## src/rtl/pipelined_cla_subtractor_pkg.sv

```systemverilog
`default_nettype none
// ----------------------------------------------------------------------------
// sub_pkg : chunk-width helper and stage payload for pipelined_cla_subtractor
// Revision: 1.0
// ----------------------------------------------------------------------------
package sub_pkg;

    // Payload fields are sized for the widest supported operand; the top level
    // only touches [DATA_WID-1:0] and the remaining bits are tied to zero.
    localparam int unsigned MAX_DATA_WID = 256;

    function automatic int unsigned chunk_wid(input int unsigned data_wid,
                                              input int unsigned stages);
        return data_wid / stages;
    endfunction

    typedef struct packed {
        logic                    valid;
        logic                    borrow;
        logic [MAX_DATA_WID-1:0] a_rem;
        logic [MAX_DATA_WID-1:0] b_rem;
        logic [MAX_DATA_WID-1:0] diff_lo;
    } stage_t;

endpackage
`default_nettype wire

```

## src/rtl/pipelined_cla_subtractor_slice.sv

```systemverilog
`default_nettype none
// ----------------------------------------------------------------------------
// cla_sub_slice : combinational CW-bit carry-look-ahead slice computing a + ~b + carry_i
// Revision: 1.0
// ----------------------------------------------------------------------------
module cla_sub_slice #(
    parameter int unsigned CW = 8
) (
    input  logic [CW-1:0] a_i,
    input  logic [CW-1:0] b_i,
    input  logic          carry_i,
    output logic [CW-1:0] sum_o,
    output logic          carry_o
);

    logic [CW-1:0] w_nb;
    logic [CW-1:0] w_g;
    logic [CW-1:0] w_p;
    logic [CW:0]   w_c;

    assign w_nb   = ~b_i;
    assign w_g    = a_i & w_nb;
    assign w_p    = a_i | w_nb;
    assign w_c[0] = carry_i;

    for (genvar i = 0; i < CW; i++) begin : g_carry
        assign w_c[i+1] = w_g[i] | (w_p[i] & w_c[i]);
    end

    assign sum_o   = a_i ^ w_nb ^ w_c[CW-1:0];
    assign carry_o = w_c[CW];

endmodule
`default_nettype wire

```

## src/rtl/pipelined_cla_subtractor.sv

```systemverilog
`default_nettype none
// ----------------------------------------------------------------------------
// pipelined_cla_subtractor : diff = in1 - in2 - borrow_in over STAGES CLA chunks, valid/ready
// Revision: 1.0   Optional signed-overflow port: define SUB_OVERFLOW_FLAG_EN
// ----------------------------------------------------------------------------
module pipelined_cla_subtractor
    import sub_pkg::*;
#(
    parameter int unsigned DATA_WID = 32,
    parameter int unsigned STAGES   = 4
) (
    input  logic                clk,
    input  logic                rst,
    input  logic                in_valid,
    output logic                in_ready,
    input  logic [DATA_WID-1:0] in1,
    input  logic [DATA_WID-1:0] in2,
    input  logic                borrow_in,
    output logic                out_valid,
    input  logic                out_ready,
    output logic [DATA_WID-1:0] diff,
    output logic                borrow_out
`ifdef SUB_OVERFLOW_FLAG_EN
    ,
    output logic                overflow
`endif
);

    localparam int unsigned CW   = chunk_wid(DATA_WID, STAGES);
    localparam int unsigned LAST = STAGES - 1;

    stage_t stage_q [STAGES];
    stage_t stage_d [STAGES];
    logic   w_stall;

`ifdef SUB_OVERFLOW_FLAG_EN
    logic   overflow_q;
    logic   w_ovf_d;
`endif

    assign w_stall  = stage_q[LAST].valid && !out_ready;
    assign in_ready = !w_stall;

    for (genvar k = 0; k < STAGES; k++) begin : g_stage
        logic                w_vld;
        logic                w_bin;
        logic [DATA_WID-1:0] w_a;
        logic [DATA_WID-1:0] w_b;
        logic [DATA_WID-1:0] w_dprev;
        logic [CW-1:0]       w_sum;
        logic                w_cout;
        stage_t              w_next;

        if (k == 0) begin : g_head
            assign w_vld   = in_valid;
            assign w_bin   = borrow_in;
            assign w_a     = in1;
            assign w_b     = in2;
            assign w_dprev = '0;
        end else begin : g_body
            assign w_vld   = stage_q[k-1].valid;
            assign w_bin   = stage_q[k-1].borrow;
            assign w_a     = stage_q[k-1].a_rem[DATA_WID-1:0];
            assign w_b     = stage_q[k-1].b_rem[DATA_WID-1:0];
            assign w_dprev = stage_q[k-1].diff_lo[DATA_WID-1:0];
        end

        cla_sub_slice #(
            .CW (CW)
        ) u_slice (
            .a_i     (w_a[CW-1:0]),
            .b_i     (w_b[CW-1:0]),
            .carry_i (!w_bin),
            .sum_o   (w_sum),
            .carry_o (w_cout)
        );

        // Operands shift down one chunk per stage; result chunks enter from the top
        // so the finished word is aligned after the last stage.
        always_comb begin
            w_next                       = '0;
            w_next.valid                 = w_vld;
            w_next.borrow                = !w_cout;
            w_next.a_rem[DATA_WID-1:0]   = w_a >> CW;
            w_next.b_rem[DATA_WID-1:0]   = w_b >> CW;
            w_next.diff_lo[DATA_WID-1:0] = (w_dprev >> CW)
                                         | (DATA_WID'(w_sum) << (DATA_WID - CW));
        end

        assign stage_d[k] = w_next;

`ifdef SUB_OVERFLOW_FLAG_EN
        if (k == LAST) begin : g_ovf
            assign w_ovf_d = (w_a[CW-1] != w_b[CW-1]) && (w_sum[CW-1] != w_a[CW-1]);
        end
`endif
    end

    always_ff @(posedge clk or posedge rst) begin
        if (rst) begin
            for (int i = 0; i < STAGES; i++) begin
                stage_q[i] <= '0;
            end
        end else if (!w_stall) begin
            for (int i = 0; i < STAGES; i++) begin
                stage_q[i] <= stage_d[i];
            end
        end
    end

`ifdef SUB_OVERFLOW_FLAG_EN
    always_ff @(posedge clk or posedge rst) begin
        if (rst) begin
            overflow_q <= 1'b0;
        end else if (!w_stall) begin
            overflow_q <= w_ovf_d;
        end
    end

    assign overflow = overflow_q;
`endif

    assign out_valid  = stage_q[LAST].valid;
    assign diff       = stage_q[LAST].diff_lo[DATA_WID-1:0];
    assign borrow_out = stage_q[LAST].borrow;

endmodule
`default_nettype wire

```

## config.mk

```make
export PLATFORM = sky130hd
export DESIGN_NAME = pipelined_cla_subtractor
export DESIGN_NICKNAME = d
export VERILOG_FILES = /design/src/rtl/pipelined_cla_subtractor_pkg.sv /design/src/rtl/pipelined_cla_subtractor_slice.sv /design/src/rtl/pipelined_cla_subtractor.sv
export SDC_FILE = /design/constraint.sdc
export NUM_CORES = 1
export LEC_CHECK = 0
export CAP_MARGIN = 20
export CORE_MARGIN = 5
export CORE_UTILIZATION = 30
export DETAILED_ROUTE_END_ITERATION = 12
export MAX_ROUTING_LAYER = met4
export PLACE_DENSITY_LB_ADDON = 0.1
export SYNTH_ARGS = -nofsm -noshare
export SYNTH_HDL_FRONTEND = slang
export SYNTH_SLANG_ARGS = --single-unit
export TNS_END_PERCENT = 50
```

## constraint.sdc

```tcl
create_clock -name clk -period 10.1 [get_ports clk]
set_input_delay 1.01 -clock clk [delete_from_list [all_inputs] [get_ports clk]]
set_output_delay 1.01 -clock clk [all_outputs]
set_load 0.02 [all_outputs]
```

=== Yosys cells after proc, flatten, opt, wreduce, memory -nomap -nowiden ===
Index checks and enable logic that the tools add are counted.

* Register bits: 208
* Bits of input ports: 69
* Output and inout bits: 35
* Logic and storage cells: 116

* Bitwise gates (word level): 87
* Reductions and logical operators: 11

{| class="wikitable"
|+ Operators with widths
! operator !! count
|-
| 24-bit by 32-bit bitwise OR with 32-bit output || 3
|-
| 8-bit XOR || 8
|-
| 1-bit bitwise AND || 32
|-
| 8-bit bitwise AND || 4
|-
| 8-bit inverter || 4
|-
| 1-bit bitwise OR || 32
|-
| 8-bit bitwise OR || 4
|-
| 1-bit zero test || 10
|-
| 1-bit logical AND || 1
|}

=== Logic depth before layout (Yosys ltp) ===
Gate-level depths: netlist of run 1.

* Depth in word-level cells: 19
* Mapped depth: 14
* Gate-level depth less buffers: 14

=== By module ===
A second synthesis of run 1 with hierarchy kept.

* Cells, all modules: 484
* Area total of the unflattened synthesis: 7927.6 µm²

{| class="wikitable"
|+ Modules (own cells, without submodules)
! module !! times used !! cells an instance !! area an instance (µm²) !! sequential area each (µm²)
|-
| pipelined_cla_subtractor || 1 || 396 || 7076.8 || 4604.4
|-
| cla_sub_slice || 4 || 22 || 212.7 || 0.0
|}

=== Worst setup path before layout of run 1 ===
No wires, ideal clock.

* Path kind: input -> register
* Start point: input in1[0]
* End point: register stage_q, in the netlist g_stage[1].w_bin
* Setup time: 0.125 ns
* Arrival: 3.993 ns
* Required time: 9.975 ns
* Slack: 5.982 ns
* Stages: 12
* Buffers on the path: 0
* Cell sequence: inv_1 > fa_1 > fa_1 > fa_1 > fa_1 > fa_1 > inv_1 > fa_1 > fa_1 > inv_1 > fa_1 > mux2_4

{| class="wikitable"
|+ RTL lines
! item !! RTL line !! RTL
|-
| start: declaration || pipelined_cla_subtractor.sv:16 || <nowiki>input logic [DATA_WID-1:0] in1,</nowiki>
|-
| end signal: indexed assignment || pipelined_cla_subtractor.sv:106 || <nowiki>stage_q[i] <= stage_d[i];</nowiki>
|-
| end: declaration || pipelined_cla_subtractor.sv:32 || <nowiki>stage_t stage_q [STAGES];</nowiki>
|}

=== Worst setup path after layout of run 1 ===
* Start point: input out_ready
* End point: output in_ready

* Word-level cells in the longest chain between the ends: 3

{| class="wikitable"
|+ Ends and longest elaborated chain
! item !! RTL line !! RTL
|-
| start: declaration || pipelined_cla_subtractor.sv:20 || <nowiki>input logic out_ready,</nowiki>
|-
| 1-bit zero test || pipelined_cla_subtractor.sv:41 || <nowiki>assign w_stall = stage_q[LAST].valid && !out_ready;</nowiki>
|-
| 1-bit logical AND || pipelined_cla_subtractor.sv:41 ||
|-
| 1-bit zero test || -- ||
|-
| end: declaration || pipelined_cla_subtractor.sv:15 || <nowiki>output logic in_ready,</nowiki>
|}

Every way passes these cells.

==> results.md, run 1 <==
### STA
* 0.482 — share of the clock period used by the worst path after layout
* 205 MHz — Peak Freq
* 0.481 ns — Hold Worst Slack
* 1.04 ns — slew at the pin closest to its max-slew limit
* 4.87 ns — final period demand of the worst path
* 0 ns — setup TNS after final layout
* 0 — Final Hold Fails
* 0 — Max Transition Viols Final
* 0.308 — Slew headroom
* 0.0166 ns — post-route clock skew
* 0 — final setup violating endpoints
* false — setup repair after global routing missed its margin

### Setup path
* input port to output port — path type of the worst setup path
* 3.86 ns — CP arrival
* nor2b_4 — highest-delay cell along the critical path
* 9.09 ns — WP data required
* output port — CP endpoint kind
* clkdlybuf4s50_1 — cell seen most often among critical-path stages
* 0.84 ns — delay of the slowest cell on the worst path
* 72 — crit-path max FO
* buffers and inverters — cell type group with the largest total delay on the critical path
* input port — Startpoint Class
* 6.32 ns — FF-to-FF setup slack
* clkdlybuf4s50_1, buf_4, nor2b_4, inv_4, clkdlybuf4s50_1 — sequence of cells on the critical path
* 4 — crit path buf inv count

### Clock tree
* 0 — number of buffers inserted by hold repair at cts
* 0.43 ns — clock latency at the later pin of the worst-skew pair
* 0 — # Post-CTS Setup Buffers
* 0 — Gates resized, CTS repair
* clkbuf_16 — root cell of the clock tree
* 2 — clk buf depth
* 4 — maximum level of the CTS H-tree
* 17 — number of CTS-inserted buffers
* 184 — clock tree sinks
* 0.07 ns — Reg clk slew, reported paths
* built — TritonCTS clock tree

### Finish
* 23.7% — Layout Area Growth over Synthesis
* 0.332 — layout cells sized above 1
* dfrtp_1 — most common cell after layout, fill and taps aside
* dfrtp_1, clkdlybuf4s50_1, mux2_2, mux2_4, inv_1 — commonest non-fill, non-tap cells in the layout
* 696 — # nets final
* 0 — # diodes
* 9890 µm² — final standard cell area without fillers
* 2,523 — fill count
* 0.379 — Final Util

### Route
* 0 — post-route ant nets
* 181 — DRC violation total after the first TritonRoute iteration
* 4,077 — vias after detailed routing
* 4 — length of the first detailed-routing pass in iterations
* 4.32 — routed via count divided by cell count
* 15,400 µm — detailed-route wire length
* 0 — post-detailed-route DRC marker count
* 16.3 µm — WL per Instance

### Place
* 9280 µm² — placed instance area
* 103 — number of buffers inserted by port buffering
* 0.705 — weighted congestion reported at the end of routability-driven placement
* 9630 µm — HPWL reported at the end of detailed placement

### Synth
* 0.575 — post-synth top area share
* 8000 µm² — post-synthesis cell area
* 16.3 µm² — synthesized area per cell
* 491 — synthesized instance count
* dfrtp_1, mux2_4, mux2_2 — synth top area cells
* 592 — synthesized netlist net count
* 0 — number of synthesis warnings
* 184 — number of synthesized register bits
* dfrtp_1 — cell type contributing the most total cell area after synthesis
* 0.575 — sequential cell area fraction in the yosys report
* 15 — library cells used by synthesis

### Global routing
* 0.112 — GR Util All Layers
* 109 — maximum number of pins on one net before global-route repair
* 0 — initial antenna violation count
* 4,677 — number of global-route vias before repair
* 26,100 µm — first-pass GRT wire length
* 0 — total grt overflow

### Pwr
* 0.318 — proportion of total power due to net switching
* 0.410 — register share of total power
* 0.219 — clock group share of total power
* 3.04 mW — total power consumption of the routed design
* 2.07 mW — internal power
* 4.28 nW — static leakage power
* 966 µW — Net Sw Power
* 0.371 — part of the total power dissipated in combinational logic
* 307 nW/µm² — power density over the cells
* 127 µV — worst ir drop on vdd

### Floorplan
* 30,000 µm² — Die Outline Area
* 173 µm — die width
* 104 — IO Count
* 0.306 — Starting Density
* 173 µm — DIE HEIGHT
* 59 — number of placement rows
* 26,100 µm² — placeable core region

### Flow run
* 0 — reported max-cap violation count

### Run status
* finished clean — outcome

### Min path
* flip-flop to flip-flop — type of the worst min-delay path

flip-flops by register name, summed over array words and instances, names as in the netlist:
register and count:
g_stage.w_bin 3, g_stage.w_a 48, g_stage.w_dprev 48, borrow_out 1, g_stage.w_b 48, diff 32, g_stage.w_vld 3, out_valid 1
power by group through the flow:
stage	combinational, mW	clock [mW]	sequential, mW
2_1_floorplan	0.769	0	1.29
3_3_place_gp	1.14	0	1.26
3_5_place_dp	1.16	0	1.27
4_1_cts	1.16	0.695	1.25
5_1_grt	1.26	0.721	1.29
6_report	1.13	0.666	1.25
worst paths after layout:
kind,cells past startpoint,end,from
max,5,in_ready,out_ready
min,1,out_valid,g_stage[3].w_vld
max reg2reg,11,g_stage[2].w_bin,g_stage[1].w_bin
min reg2reg,1,out_valid,g_stage[3].w_vld
max in group asynchronous,4,diff[20],rst
min in group asynchronous,2,diff[11],rst
synth_stat cells, drive strengths merged:
cell	number
nand2b	1
a21oi	22
dfrtp	184
clkbuf	4
mux2	161
inv	44
fa	32
nor2b	1
nor3b	22
buf	20
cells by family (layout without fill, tap and decap cells):
group	count (synthesis)	after routing	synth area share
buffers and inverters	68	185	0.0491
and+or+nand+nor	24	24	0.0222
muxes	161	161	0.259
adders and majority gates	32	32	0.0801
DFF	184	184	0.575
AOI/OAI and AO/OA	22	22	0.0138
area by class of cell:
cell class	instances	area, µm²	share of cell area
Sequential cell	184	4600	0.465
Inverter	44	175	0.0177
Tap cell	335	419	0.0424
Timing Repair Buffer	109	1100	0.111
Clock buffer	17	425	0.0430
Clock inverter	15	163	0.0164
Multi-Input combinational cell	239	3010	0.304
stage by stage:
step | instances | worst slack, ns
floorplan | 491 | 4.09
global placement | 910 | 5.15
detailed placement | 910 | 5.12
CTS | 942 | 5.10
global route | 943 | 5.02
finish | 943 | 5.23
metal layers:
layer / GRT usage / share of wire / up-vias
li1: - / - / 1873
met1: 0.153 / 0.49 / 2110
met2: 0.163 / 0.46 / 82
met3: 0.0284 / 0.039 / 12
met4: 0.0349 / 0.012 / 0
met5: - / 0 / -
worst reg2reg max path, delay by kind of cell (launching register included):
kind	cells	cell delay, ns
flops	1	0.42
buf+inv	2	0.14
fa+ha+maj	8	2.84
mux	1	0.28
(Power assumes the default switching activity.)
==> run 2: changes to the inputs <==
==> constraint.sdc (replaced) <==
create_clock -name clk -period 4.2 [get_ports clk]
set_input_delay 0.42 -clock clk [delete_from_list [all_inputs] [get_ports clk]]
set_output_delay 0.42 -clock clk [all_outputs]
set_load 0.02 [all_outputs]
==> run 2 against run 1 <==
Combinational power up 140%. Final cell count up 0.32%. Clock skew down 0.0039 ns. Worst hold slack worse by 0.23 ns. Count of clock-buffer cells in the layout up 4. Sequential cell count unchanged. Die area unchanged. Sequential power up 140%. Utilization up 0.42 points. Critical path type is now flip-flop to flip-flop. Largest power group unchanged.
==> results.md, run 2 (synthesized netlist as in run 1, its figures left out) <==
### Finish
* 0.383 — Final Util
* 3010 µm² — area taken by multi-input logic gates
* 0.333 — layout cells sized above 1
* 25.0% — Layout Area Growth over Synthesis
* dfrtp_1 — most common cell after layout, fill and taps aside
* 4600 µm² — Reg area
* dfrtp_1, clkdlybuf4s50_1, mux2_2, mux2_4, inv_1 — commonest non-fill, non-tap cells in the layout
* 2,518 — fill count
* 698 — # nets final

### Global routing
* 114 — maximum number of pins on one net before global-route repair
* 4,671 — number of global-route vias before repair
* 0.168 — grt met2 use
* 0 — total grt overflow
* met2 — most used routing layer
* 0.148 — met1 demand-to-capacity share in global routing
* 25,700 µm — first-pass GRT wire length
* 0.0316 — met3 track demand over resource in global routing
* 0.111 — GR Util All Layers
* 0 — initial antenna violation count

### Clock tree
* 0 — # Post-CTS Setup Buffers
* 0.42 ns — clock latency at the later pin of the worst-skew pair
* 0 — Gates resized, CTS repair
* 0.07 ns — Reg clk slew, reported paths
* 2 — clk buf depth
* 4 — maximum level of the CTS H-tree
* 17 — number of CTS-inserted buffers
* 184 — clock tree sinks
* clkbuf_16 — root cell of the clock tree
* built — TritonCTS clock tree
* 0 — number of buffers inserted by hold repair at cts

### Setup path
* 4.51 ns — WP data required
* fa_1 — highest-delay cell along the critical path
* 0.46 ns — delay of the slowest cell on the worst path
* fa_1, fa_1, fa_1, fa_1, fa_1, inv_1, fa_1, fa_1, inv_1, fa_1, mux2_4 — sequence of cells on the critical path
* 4.02 ns — CP arrival
* flip-flop — CP endpoint kind
* flip-flop — Startpoint Class
* fa_1 — cell seen most often among critical-path stages
* 2 — crit-path max FO
* flip-flop to flip-flop — path type of the worst setup path

### Route
* 0 — post-route ant nets
* 0 — post-detailed-route DRC marker count
* 4 — length of the first detailed-routing pass in iterations
* 16.3 µm — WL per Instance
* 4.34 — routed via count divided by cell count
* 15,400 µm — detailed-route wire length
* 4,106 — vias after detailed routing
* 163 — DRC violation total after the first TritonRoute iteration

### Place
* 9710 µm — HPWL reported at the end of detailed placement
* 103 — number of buffers inserted by port buffering
* 0.714 — weighted congestion reported at the end of routability-driven placement

### Floorplan
* 59 — number of placement rows
* 30,000 µm² — Die Outline Area
* 0.306 — Starting Density
* 173 µm — DIE HEIGHT
* 26,100 µm² — placeable core region
* 104 — IO Count
* 173 µm — die width

### Run status
* finished clean — outcome

### STA
* 0.445 — Slew headroom
* 0.833 ns — slew at the pin closest to its max-slew limit
* 0 — Max Transition Viols Final
* false — setup repair after global routing missed its margin
* 0 — Final Hold Fails
* 0.254 ns — Hold Worst Slack
* 0 ns — setup TNS after final layout
* 0 — final setup violating endpoints
* 0.0127 ns — post-route clock skew
* 0.884 — share of the clock period used by the worst path after layout
* 269 MHz — Peak Freq
* 3.71 ns — final period demand of the worst path

### Flow run
* 0 — reported max-cap violation count

### Pwr
* 7.46 mW — total power consumption of the routed design
* 746 nW/µm² — power density over the cells
* 4.33 nW — static leakage power
* 267 µV — worst ir drop on vdd

### Min path
* input port to asynchronous set/reset pin — type of the worst min-delay path

-- run 2: changes by cell type in the layout (fill, tap and decap cells not counted), moves of 2 or more --
cell / previous run / this run
buf_12: 0 / 4
bufinv_16: 1 / 4
clkbuf_8: 0 / 3
clkinv_2: 2 / 0
clkinv_4: 2 / 4
clkinv_8: 2 / 0
inv_6: 4 / 2
inv_8: 3 / 1
-- run 2: layout make-up --
| class | instances | share of cell area |
|---|---|---|
| inverter | 44 | 0.0171 |
| multi-input combinational | 239 | 0.301 |
| antenna | 1 | 0.000250 |
| sequential | 184 | 0.460 |
| tap | 335 | 0.0419 |
| timing repair buffer | 111 | 0.114 |
| clock buffer | 21 | 0.0470 |
| clock inverter | 11 | 0.0184 |
-- run 2: per-layer routing --
| layer | part of all wire | vias to the layer above | wire (µm) |
|---|---|---|---|
| met1 | 0.48 | 2157 | 7430 |
| li1 | - | 1870 | - |
| met4 | 0.0075 | 0 | 116 |
| met5 | 0 | - | 0 |
| met2 | 0.47 | 74 | 7230 |
| met3 | 0.040 | 5 | 612 |
-- run 2: worst paths after layout --
check | startpoint | end | slack [ns] | cells after the start
max in group asynchronous | rst | g_stage[3].w_vld | 3.04 | 4
worst min register to register | g_stage[3].w_vld | out_valid | 0.48 | 1
worst min-delay path | rst | g_stage[1].w_b[4] | 0.25 | 2
worst max register to register | g_stage[1].w_bin | g_stage[2].w_bin | 0.49 | 11
min in group clk | g_stage[3].w_vld | out_valid | 0.48 | 1
worst max-delay path | g_stage[1].w_bin | g_stage[2].w_bin | 0.49 | 11
-- run 2: critical path, delay by kind of cell, from the launching register on --
family                   cells  cell delay, ns
multiplexers                 1            0.27
flip-flops                   1            0.41
adder cells (fa/ha/maj)      8            2.79
buffers and inverters        2            0.13
-- run 2: power breakdown --
group          switching, mW  internal [mW]
sequential             0.451           2.55
clock                  0.699           1.06
combinational           1.11           1.60
-- run 2: through the flow --
| stage | instance area [µm²] | setup WS (ns) | instances |
|---|---|---|---|
| final | 10000 | 0.486 | 946 |
| after global placement | 9330 | 0.117 | 912 |
| after CTS | 9980 | 0.440 | 944 |
| after floorplan | 8010 | 0.672 | 491 |
| after global routing | 10000 | 0.295 | 945 |
| after detailed placement | 9330 | 0.0693 | 912 |
